--- config.mk ---
export PLATFORM = sky130hd
export DESIGN_NAME = crc_arb_seq
export DESIGN_NICKNAME = d
export VERILOG_FILES = /design/src/rtl/crc_arb_seq.sv
export SDC_FILE = /design/constraint.sdc
export NUM_CORES = 1
export LEC_CHECK = 0
export CORE_MARGIN = 10
export CORE_UTILIZATION = 44
export CTS_BUF_LIST = sky130_fd_sc_hd__clkbuf_8
export DETAILED_ROUTE_END_ITERATION = 12
export PLACE_DENSITY_LB_ADDON = 0.1
export SLEW_MARGIN = 15
export SYNTH_ARGS = -nofsm -noshare
export SYNTH_HDL_FRONTEND = slang
export SYNTH_SLANG_ARGS = --single-unit
--- constraint.sdc ---
create_clock -name clk -period 2.99 [get_ports clk]
set_input_delay 0.897 -clock clk [delete_from_list [all_inputs] [get_ports clk]]
set_output_delay 0.897 -clock clk [all_outputs]
set_load 0.005 [all_outputs]
--- src/rtl/crc_arb_seq.sv ---
// ---------------------------------------------------------------------------
// crc_arb_seq
//
// Two-requester round-robin front end feeding a bit-serial CRC-4 engine.
// A requester hands over a 32-bit message. The engine shifts the message
// through the CRC register MSB first, one bit per clock. It then presents
// the codeword {message, crc} downstream with a valid/ready handshake.
//
// Parameters:
//   POLY       low 4 coefficients of the CRC-4 generator (x^4 implied);
//              the default 4'b0011 is x^4 + x + 1.
//
// Ports:
//   clk        single clock; all state changes on the rising edge
//   rst_n      asynchronous, active-low reset
//   req_valid  per-requester message valid (bit i = requester i)
//   req_ready  per-requester accept, one-hot to the arbiter winner in IDLE
//   req_data0  requester 0 message
//   req_data1  requester 1 message
//   out_valid  codeword valid (registered)
//   out_ready  downstream accept
//   d_out      codeword {message[31:0], crc[3:0]}, zero outside OUT
//   out_src    index of the requester that supplied the codeword
//   busy       high whenever the sequencer is not idle (registered)
// ---------------------------------------------------------------------------
module crc_arb_seq #(
  parameter logic [3:0] POLY = 4'b0011
) (
  input  logic        clk,
  input  logic        rst_n,
  input  logic [1:0]  req_valid,
  output logic [1:0]  req_ready,
  input  logic [31:0] req_data0,
  input  logic [31:0] req_data1,
  output logic        out_valid,
  input  logic        out_ready,
  output logic [35:0] d_out,
  output logic        out_src,
  output logic        busy
);

  localparam logic [1:0] S_IDLE = 2'd0;
  localparam logic [1:0] S_CALC = 2'd1;
  localparam logic [1:0] S_OUT  = 2'd2;

  logic [1:0]  state;
  logic [1:0]  state_next;
  logic [31:0] msg;
  logic        src;
  logic [3:0]  crc;
  logic [3:0]  crc_next;
  logic [4:0]  cnt;
  logic        prio;
  logic        accept;
  logic        grant_idx;
  logic        fb;

  // Arbiter: only offers a grant while idle and out of reset. A lone
  // requester always wins. When both are asking, prio names the requester
  // that was not granted last, so the two alternate.
  always_comb begin
    req_ready = 2'b00;
    if (rst_n && (state == S_IDLE)) begin
      case (req_valid)
        2'b01:   req_ready = 2'b01;
        2'b10:   req_ready = 2'b10;
        2'b11:   req_ready = prio ? 2'b10 : 2'b01;
        default: req_ready = 2'b00;
      endcase
    end
  end

  assign accept    = |(req_valid & req_ready);
  assign grant_idx = req_ready[1];

  // One step of the serial CRC. The message bit selected by the down-counter
  // is combined with the register MSB to decide whether the generator is
  // folded in. This gives M(x)*x^4 mod G(x) with a zero seed and no
  // final XOR.
  always_comb begin
    fb       = crc[3] ^ msg[cnt];
    crc_next = {crc[2:0], 1'b0} ^ (fb ? POLY : 4'b0000);
  end

  // Next-state decode. It is kept separate so that out_valid and busy can
  // be registered straight from it. That keeps both flops glitch-free and
  // independent of out_ready within the cycle.
  always_comb begin
    state_next = state;
    case (state)
      S_IDLE:  if (accept) state_next = S_CALC;
      S_CALC:  if (cnt == 5'd0) state_next = S_OUT;
      S_OUT:   if (out_ready) state_next = S_IDLE;
      default: state_next = S_IDLE;
    endcase
  end

  // Sequencer and datapath registers. An accept captures the message and
  // its source, clears the CRC and loads the counter with the MSB index.
  // CALC then walks the counter down to zero, one bit per clock. Reset
  // throws away anything in flight, and the pointer goes back to
  // favouring requester 0.
  always_ff @(posedge clk or negedge rst_n) begin
    if (!rst_n) begin
      state     <= S_IDLE;
      out_valid <= 1'b0;
      busy      <= 1'b0;
      msg       <= 32'h0;
      src       <= 1'b0;
      crc       <= 4'h0;
      cnt       <= 5'd0;
      prio      <= 1'b0;
    end else begin
      state     <= state_next;
      out_valid <= (state_next == S_OUT);
      busy      <= (state_next != S_IDLE);
      case (state)
        S_IDLE: begin
          if (accept) begin
            msg  <= grant_idx ? req_data1 : req_data0;
            src  <= grant_idx;
            crc  <= 4'h0;
            cnt  <= 5'd31;
            prio <= ~grant_idx;
          end
        end
        S_CALC: begin
          crc <= crc_next;
          if (cnt != 5'd0) begin
            cnt <= cnt - 5'd1;
          end
        end
        default: begin
        end
      endcase
    end
  end

  // The codeword and its source only show while a result is being offered.
  // At all other times they read as zero.
  always_comb begin
    d_out   = 36'h0;
    out_src = 1'b0;
    if (out_valid) begin
      d_out   = {msg, crc};
      out_src = src;
    end
  end

endmodule

Word-level counts from Yosys, hierarchy flattened
Index checks and enable logic that the tools add are counted.
{"block": "op_classes", "order_cmp": 1, "bitwise": 4, "n_reduce_logical": 10, "add_sub_neg": 1, "muxes": 18, "n_eq_ne": 8}
{"operator": "two-way mux 36 bit", "count": 1}
{"operator": "two-way mux 32 bit", "count": 1}
{"operator": "two-way mux 2 bit", "count": 6}
{"operator": "case mux 2 bit (3 select lines)", "count": 2}
{"operator": "two-way mux 5 bit", "count": 2}
{"operator": "case mux 5 bit (2 select lines)", "count": 1}
{"operator": "== test 2 bit, second input constant", "count": 4}
{"operator": "case mux 4 bit (2 select lines)", "count": 1}
{"operator": "< comparator 5 x 6 -> 1 bit, second input constant", "count": 1}
{"operator": "binary-select mux 1 bit (select 5 bit)", "count": 1}
{"operator": "logical NOT 5 bit", "count": 1}
{"operator": "nonzero test 5 bit", "count": 1}
{"operator": "subtractor 5 x 1 -> 5 bit, second input constant", "count": 1}
{"operator": "== test 2 x 1 -> 1 bit, second input constant", "count": 2}
{"operator": "two-way mux 4 bit", "count": 1}
{"operator": "!= test 2 bit, second input constant", "count": 2}
{"operator": "AND reduction 2 bit", "count": 2}
{"operator": "nonzero test 2 bit", "count": 2}
{"operator": "XOR 4 x 2 -> 4 bit", "count": 1}
{"operator": "AND reduction 3 bit", "count": 1}
{"operator": "AND 2 bit", "count": 1}
{"operator": "logical NOT 2 bit", "count": 1}
{"operator": "two-way mux 1 bit", "count": 2}
{"operator": "OR reduction 2 bit", "count": 1}
{"operator": "other kinds (3)", "count": 3}
{"block": "totals", "word_cells": 50, "out_inout_bits": 41, "register_bits": 47, "in_bits": 69}

Logic depth before layout (Yosys ltp)
Gate-level depths: netlist of the first run.
{"block": "logic_depth", "word_depth": 8, "ltp_mapped": 9, "ltp_nobuf": 8}

Least setup slack after synthesis of the first run
No wires, ideal clock.
{"block": "synth_timing", "path_kind": "in2out", "startpoint": "in rst_n", "endpoint": "out req_ready[0]", "path_buffers": 1, "arrival_ns": 1.968, "cell_stages": 4, "path_slack_ns": 0.125, "t_required_ns": 2.093, "path_cell_list": "nor3b_1 -> nand3_1 -> clkinv_1 -> clkbuf_1"}
{"block": "synth_via", "elab_chain_cells": 2}
{"element": "start, declared", "line_no": "30", "source": "input logic rst_n,"}
{"element": "logical AND 1 bit", "line_no": "63", "source": "if (rst_n && (state == S_IDLE)) begin"}
{"element": "two-way mux 2 bit", "line_no": "63"}
{"element": "end, declared", "line_no": "32", "source": "output logic [1:0] req_ready,"}
No other way between the ends.

Worst setup path after layout of the first run
{"block": "layout_timing", "startpoint": "in req_valid[1]", "endpoint": "out req_ready[0]"}
{"block": "layout_via", "elab_chain_cells": 3, "word_cells_on_any_way": 5, "cone_classes": "3 x eq/ne; 2 x mux"}
{"element": "start, declared", "line_no": "31", "source": "input logic [1:0] req_valid,"}
{"element": "== test 2 bit / == test 2 x 1 -> 1 bit (equally long branches)", "line_no": "64", "source": "case (req_valid)"}
{"element": "case mux 2 bit (3 select lines) *", "line_no": "64"}
{"element": "two-way mux 2 bit *", "line_no": "63"}
Mark *: on every way between the ends. The rest lies on a longest branch, timed or not.

==> flow_summary.toml, run 1 <==
[outcome]
outcome = "complete, no violations"

[place]
io_buffers = 109
place_ws_ps = -107
gp_congestion = 0.791
dpl.hpwl_um = 5800

[die]
die_x_um = 95.9
dieArea_um2 = 9200
die_h_um = 95.9
start_util_pct = 45.8
io_pins = 110
coreArea_um2 = 5540
rows = 27

[sta]
tightest_slew_ps = 728
relSlewSlack_pct = 50.8
fmax_ghz = 0.345
setup_slack_ps = 88.3
setup_viol = 0
rsz0062_at_grt = "false"
skew_ps = 4.33
drv_slew = 0
finalHoldViolations = 0
finalCritPeriodShare_pct = 97.0
fin_crit_ps = 2900
final.setup.tns_ps = 0

[routing]
firstDrtPassIters = 5
antenna_left = 0
wl_per_cell_um = 17.6
vias = 2292
wl_um = 7660
vias_per_cell = 5.27
dr.first_iter.drc_count = 175
route.detailed.drc = 0

[layout]
n_antenna_cell = 0
area_growth_syn_to_layout_pct = 49.6
layout-drive-gt1-share_pct = 6.89
multi_input_area_um2 = 1180
fin_nets = 433
fillers = 464
regArea_um2 = 1180

[worst_setup_path]
critPathBufInv = 3
worst-path-max-fanout = 4
cp-start-kind = "primary input"
cpMaxStageDelayCell = "clkdlybuf4s50_1"
crit_path_end_kind = "output pin"
cpLargestDelayFamily = "buffers and inverters"
cp_cell_sequence = "clkdlybuf4s50_1 > nand2_1 > nand3_1 > clkinv_1 > dlygate4sd2_1"
crit_path_max_incr_delay_ps = 520
path_class = "in -> out"
worstPathRequired_ps = 2090
worstPathArrival_ps = 2000
r2r_setup_slack_ps = 670

[global_routing]
grt_pass1_wl_um = 11700
grt_usage_pct = 16.5
grt_pass1_vias = 2319
grt_max_degree = 48
grt_overflow = 0
antenna_found_initial = 0

[cts]
clock-sinks = 47
cts_tree = "done"
cts_htree_levels = 2
clk_pin_slew_ps = 80
worstSkewPairLatency_ps = 290
cts-buffers-inserted = 5
cts_root_buf = "clkbuf_8"
post-cts-setup-buffer-count = 0
cts_resized = 2
clk_path_buf_depth = 2
cts_hold_buf = 0

[synthesis]
ys_top_cells_by_count = "47 x dfrtp_1, 41 x nor2_1, 37 x and2_1"
yosysSeqAreaShare_pct = 46.4
yosysTopAreaCellShare_pct = 46.4
syn-cell-area_um2 = 2540
synth_area_per_cell_um2 = 10.2
synthFlopType = "dfrtp_1"
ys_seq_elements = 47
synth_area_leaders = "dfrtp_1 46%, and2_1 9.1%, mux4_1 7.3%"
synth_edf_count = 0
synth_cells = 249
ys_types = 37
ys_async_sr_fraction_pct = 100
post-synth-top-count-cell = "dfrtp_1"
ys.warnings.count = 0
yosysTopAreaCell = "dfrtp_1"
syn_nets = 320

[pwr]
seqPwrFrac_pct = 45.1
comb_power_share_pct = 39.3
fin_total_pwr_mw = 2.66
powerDensity_nw_per_um2 = 702
clockPowerShare_pct = 15.6
ir_drop_uv = 349
p_sw_share_pct = 34.7
p_switching_uw = 923
leakage_nw = 1.68
intPower_mw = 1.74

[min_path]
hold_class = "reg -> reg"

[flow_run]
drv_cap = 0
[logic make-up after synthesis]
group,count (synthesis),share of synthesized area [%]
mux,10,9.42
buf+inv,35,7.15
simple gates,102,20.0
compound gates,48,14.4
xor+xnor,5,1.73
flops,47,46.4
fa+ha+maj,2,0.987
[through the flow]
stage / instances / utilization, % / hold slack (ps) / area, um2
2_1_floorplan: 249 / - / 458 / 2540
3_3_place_gp: 427 / 66.7 / 470 / 3700
3_5_place_dp: 427 / 66.7 / 483 / 3700
4_1_cts: 435 / 68.5 / 502 / 3790
5_1_grt: 435 / 68.5 / 542 / 3790
6_report: 435 / 68.5 / 503 / 3790
[layout by cell type (no fill, tap or decap), types with 2 or more instances in the layout]
| cell | n |
|---|---|
| clkdlybuf4s50_1 | 106 |
| dfrtp_1 | 47 |
| nor2_1 | 41 |
| and2_1 | 37 |
| inv_1 | 19 |
| o22ai_1 | 17 |
| a222oi_1 | 15 |
| buf_4 | 12 |
| nand2_1 | 10 |
| mux4_1 | 7 |
| clkbuf_8 | 7 |
| nand3_1 | 5 |
| o21ai_0 | 4 |
| a21oi_1 | 4 |
| xor2_1 | 3 |
| a22o_1 | 2 |
| nand2b_1 | 2 |
| o21ai_1 | 2 |
| or3_1 | 2 |
| mux4_2 | 2 |
| xnor2_1 | 2 |
| ha_1 | 2 |
| dlygate4sd2_1 | 2 |
[cell type report]
cell class              count  share of cell area, %
multi-input cells         167                   31.1
flip-flops and latches     47                   31.0
inverters                  20                   1.98
clock buffers               7                   2.54
well taps                  72                   2.37
repair buffers            121                   30.9
clock inverters             1                 0.0989
[registers in the layout, indices dropped and copies added (netlist names)]
signal,count
state,2
crc,4
msg,32
busy,1
src,1
cnt,5
prio,1
out_valid,1
[tightest hold or removal path, delay by kind of cell, from the launching register on]
family           cells  cell delay [ps]
flip-flops           1              350
AND/OR/NAND/NOR      2              130
[power by group through the flow]
stage	registers [mW]	clock network (mW)	logic [mW]
floorplan	1.09	0	0.856
global placement	1.20	0	1.03
detailed placement	1.21	0	1.05
CTS	1.20	0.428	1.06
global route	1.25	0.450	1.17
finish	1.20	0.416	1.04
[per-layer routing]
layer / track usage [%] / wire length, um / vias up
met5: 0 / 0 / -
met4: 4.91 / 97 / 0
met3: 6.93 / 750 / 7
met2: 28.2 / 3830 / 81
met1: 18.3 / 2980 / 1092
li1: - / - / 1112
[worst paths after layout]
path | start | endpoint | depth (start not counted)
max reg2reg | cnt[1] | cnt[4] | 8
max | req_valid[1] | req_ready[0] | 5
min | src | src | 2
min in group asynchronous | rst_n | msg[12] | 2
min reg2reg | src | src | 2
max in group asynchronous | rst_n | msg[22] | 2
Power figures use the tool's default switching activity.
==> run 2: changes to the inputs <==
Settings changed: CORE_UTILIZATION 44 to 47, MAX_ROUTING_LAYER set to met4.
Clock period 2.99 ns to 3.36 ns, I/O delays scaled along.
==> flow_summary.toml, run 2 (same netlist as run 1, synthesis figures left out) <==
[layout]
fillers = 399
n_antenna_cell = 0
layout_common_cells = "107 x clkdlybuf4s50_1, 47 x dfrtp_1, 41 x nor2_1"
reg_top3 = "msg (32), cnt (5), crc (4)"
final_common_cell = "clkdlybuf4s50_1"
largest_reg_flops = 32
top_register = "msg"
area_growth_syn_to_layout_pct = 50.4
layout-drive-gt1-share_pct = 6.37
utilization_pct = 73.7
fin_nets = 431
final_cell_area_um2 = 3810
final_cell_count_no_fill = 431

[pwr]
ir_drop_uv = 315
leakage_nw = 1.69
fin_total_pwr_mw = 2.47
powerDensity_nw_per_um2 = 647

[routing]
antenna_left = 0
wl_per_cell_um = 17.7
dr.first_iter.drc_count = 168
route.detailed.drc = 0
vias_per_cell = 5.42
firstDrtPassIters = 5
wl_um = 7640
vias = 2335

[worst_setup_path]
worstPathArrival_ps = 2250
path_class = "in -> out"
cp-start-kind = "primary input"
worstPathRequired_ps = 2350
worst-path-max-fanout = 4
r2r_setup_slack_ps = 1020
crit_path_end_kind = "output pin"

[place]
io_buffers = 109
gp_congestion = 0.774
dpl-instance-area_um2 = 3680
place_ws_ps = 68.6
dp_cells = 423
dpl.hpwl_um = 5810

[cts]
cts_tree = "done"
clock-sinks = 47
cts_htree_levels = 2
cts_root_buf = "clkbuf_8"
worstSkewPairLatency_ps = 300
cts_hold_buf = 0
clk_pin_slew_ps = 80
cts-buffers-inserted = 5
clk_path_buf_depth = 2

[global_routing]
grt_usage_pct = 18.0
grt_max_degree = 48
grt_pass1_wl_um = 12100
grt_pass1_vias = 2439
grt_overflow = 0
antenna_found_initial = 0

[die]
io_pins = 110
die_x_um = 93.5
rows = 26
die_h_um = 93.5
dieArea_um2 = 8730
coreArea_um2 = 5170
start_util_pct = 49.0

[min_path]
hold_class = "reg -> reg"

[sta]
tightest_slew_ps = 603
skew_ps = 7.17
finalHoldViolations = 0
setup_slack_ps = 102
rsz0062_at_grt = "false"
final.setup.tns_ps = 0
drv_slew = 0
fin_crit_ps = 3260
relSlewSlack_pct = 59.3
hold_slack_ps = 494
finalCritPeriodShare_pct = 97.0
setup_viol = 0
fmax_ghz = 0.307

[flow_run]
drv_cap = 0

[outcome]
outcome = "complete, no violations"
-- run 2: cell types whose count changed in the layout (fill, tap and decap cells not counted) --
cell and delta:
buf_4 -2, bufinv_16 +2, clkbuf_8 -2, dlygate4sd2_1 -2, clkdlybuf4s50_1 +1, dlymetal6s2s_1 +1
-- run 2: layer usage --
| metal | wire length (um) | global-route usage, % | up-vias |
|---|---|---|---|
| li1 | - | - | 1107 |
| met2 | 3970 | 31.1 | 82 |
| met1 | 3030 | 19.8 | 1136 |
| met3 | 506 | 4.48 | 10 |
| met5 | 0 | - | - |
| met4 | 122 | 5.91 | 0 |
-- run 2: critical path, stage by stage --
cell and delay [ps]:
clkdlybuf4s50_1 450, nand2b_1 90, nand3_1 100, inv_2 80, clkdlybuf4s50_1 510
-- run 2: path summary, 6_finish.rpt --
check | to | cells past startpoint | from
setup / recovery | req_ready[1] | 5 | req_valid[0]
max in group asynchronous | msg[18] | 2 | rst_n
setup reg to reg | crc[0] | 5 | cnt[2]
hold / removal | src | 2 | src
min in group asynchronous | msg[30] | 2 | rst_n
hold reg to reg | src | 2 | src
-- run 2: layout make-up --
| cell class | instances | area (um2) | share of cell area (%) |
|---|---|---|---|
| Multi-Input combinational cell | 167 | 1180 | 30.9 |
| Tap cell | 70 | 87.6 | 2.30 |
| Sequential cell | 47 | 1180 | 30.8 |
| Clock inverter | 3 | 63.8 | 1.67 |
| Clock buffer | 5 | 68.8 | 1.80 |
| Timing Repair Buffer | 119 | 1160 | 30.5 |
| Inverter | 20 | 75.1 | 1.97 |
-- run 2: report_power, final --
part           internal (mW)  total, mW  switching [mW]
Clock                  0.294      0.480           0.186
Sequential             0.833       1.08           0.249
Combinational          0.523      0.904           0.381
-- run 2: what timing repair did --
item                       in CTS  in global routing
resized for setup               0                  1
setup endpoints to repair       0                  1
setup buffers                   0                  0
==> run 3: changes to the inputs <==
Settings changed: CTS_BUF_LIST sky130_fd_sc_hd__clkbuf_8 to sky130_fd_sc_hd__clkbuf_2 sky130_fd_sc_hd__clkbuf_4 sky130_fd_sc_hd__clkbuf_8, RECOVER_POWER set to 25.
==> flow_summary.toml, run 3 (same netlist as run 1, synthesis figures left out) <==
[cts]
clk_pin_slew_ps = 80
cts_tree = "done"
worstSkewPairLatency_ps = 300
clock-sinks = 47
cts-buffers-inserted = 5
cts_root_buf = "clkbuf_8"
cts_hold_buf = 0
clk_path_buf_depth = 2
cts_htree_levels = 2

[layout]
n_antenna_cell = 0
layout_common_cells = "107 x clkdlybuf4s50_1, 47 x dfrtp_1, 41 x nor2_1"
area_growth_syn_to_layout_pct = 50.4
final_common_cell = "clkdlybuf4s50_1"
reg_top3 = "msg (32), cnt (5), crc (4)"
final_cell_count_no_fill = 431
top_register = "msg"
utilization_pct = 73.8
layout-drive-gt1-share_pct = 6.65
largest_reg_flops = 32
final_cell_area_um2 = 3810
fin_nets = 431

[place]
io_buffers = 109
dpl.hpwl_um = 5810
gp_congestion = 0.774
dpl-instance-area_um2 = 3680
dp_cells = 423
place_ws_ps = 68.6

[worst_setup_path]
worstPathArrival_ps = 2250
path_class = "in -> out"
crit_start = "req_valid[0]"
crit_path_end_kind = "output pin"
rr_startpoint = "cnt[2]"
cp-endpoint = "req_ready[1]"
worstPathRequired_ps = 2350
cp-start-kind = "primary input"
r2r_setup_slack_ps = 1020
r2r_cells = 5
worst-path-max-fanout = 4
worst_r2r_endpoint = "crc[0]"

[die]
dieArea_um2 = 8730
coreArea_um2 = 5170
die_x_um = 93.5
die_h_um = 93.5
start_util_pct = 49.0
rows = 26
io_pins = 110

[sta]
rsz0062_at_grt = "false"
relSlewSlack_pct = 24.5
setup_viol = 0
finalHoldViolations = 0
skew_ps = 6.22
finalCritPeriodShare_pct = 97.0
fmax_ghz = 0.307
hold_slack_ps = 494
tightest_slew_ps = 1130
final.setup.tns_ps = 0
drv_slew = 0
setup_slack_ps = 100
fin_crit_ps = 3260

[global_routing]
grt_pass1_wl_um = 12100
antenna_found_initial = 0
grt_overflow = 0
grt_usage_pct = 18.0
grt_max_degree = 48
grt_pass1_vias = 2437

[pwr]
leakage_nw = 1.69
ir_drop_uv = 315
fin_total_pwr_mw = 2.48
powerDensity_nw_per_um2 = 650

[routing]
vias_per_cell = 5.43
dr.first_iter.drc_count = 171
firstDrtPassIters = 5
antenna_left = 0
wl_per_cell_um = 17.7
vias = 2340
wl_um = 7650
route.detailed.drc = 0

[min_path]
hold_class = "reg -> reg"

[flow_run]
drv_cap = 0

[outcome]
outcome = "complete, no violations"
[run 3: how the worst min path moves through the flow]
| stage | start | end | slack (ps) | cells after the start |
|---|---|---|---|---|
| 6_report | src | src | 490 | 2 |
| 5_1_grt | src | src | 520 | 2 |
| 4_1_cts | src | src | 500 | 2 |
| 3_5_place_dp | src | src | 480 | 2 |
| 3_3_place_gp | src | src | 470 | 2 |
| 2_1_floorplan | src | src | 460 | 2 |
[run 3: layout make-up]
cell class / count / area (um2)
Multi-Input combinational cell: 167 / 1180
Inverter: 20 / 75.1
Tap cell: 70 / 87.6
Clock inverter: 2 / 60.1
Fill cell: 400 / 1360
Sequential cell: 47 / 1180
Clock buffer: 6 / 76.3
Timing Repair Buffer: 119 / 1160
[run 3: where the power goes]
part | switching, mW | internal [mW]
logic | 0.382 | 0.523
registers | 0.250 | 0.833
clock network | 0.186 | 0.305
total | 0.818 | 1.66
[run 3: routing by layer]
layer  global-route usage [%]  routed length (um)  up-vias
li1                         -                   -     1106
met3                     4.48                 453       10
met4                     5.91                 122        0
met2                     31.0                3990       76
met1                     19.9                3080     1148
met5                        -                   0        -
[run 3: critical path: stages]
cell,delay (ps)
clkdlybuf4s50_1,450
nand2b_1,90
nand3_1,110
inv_2,80
clkdlybuf4s50_1,510
[run 3: timing repair]
item                       CTS  global route
setup endpoints to repair    0             1
buffers inserted             0             0
resized for setup            0             1
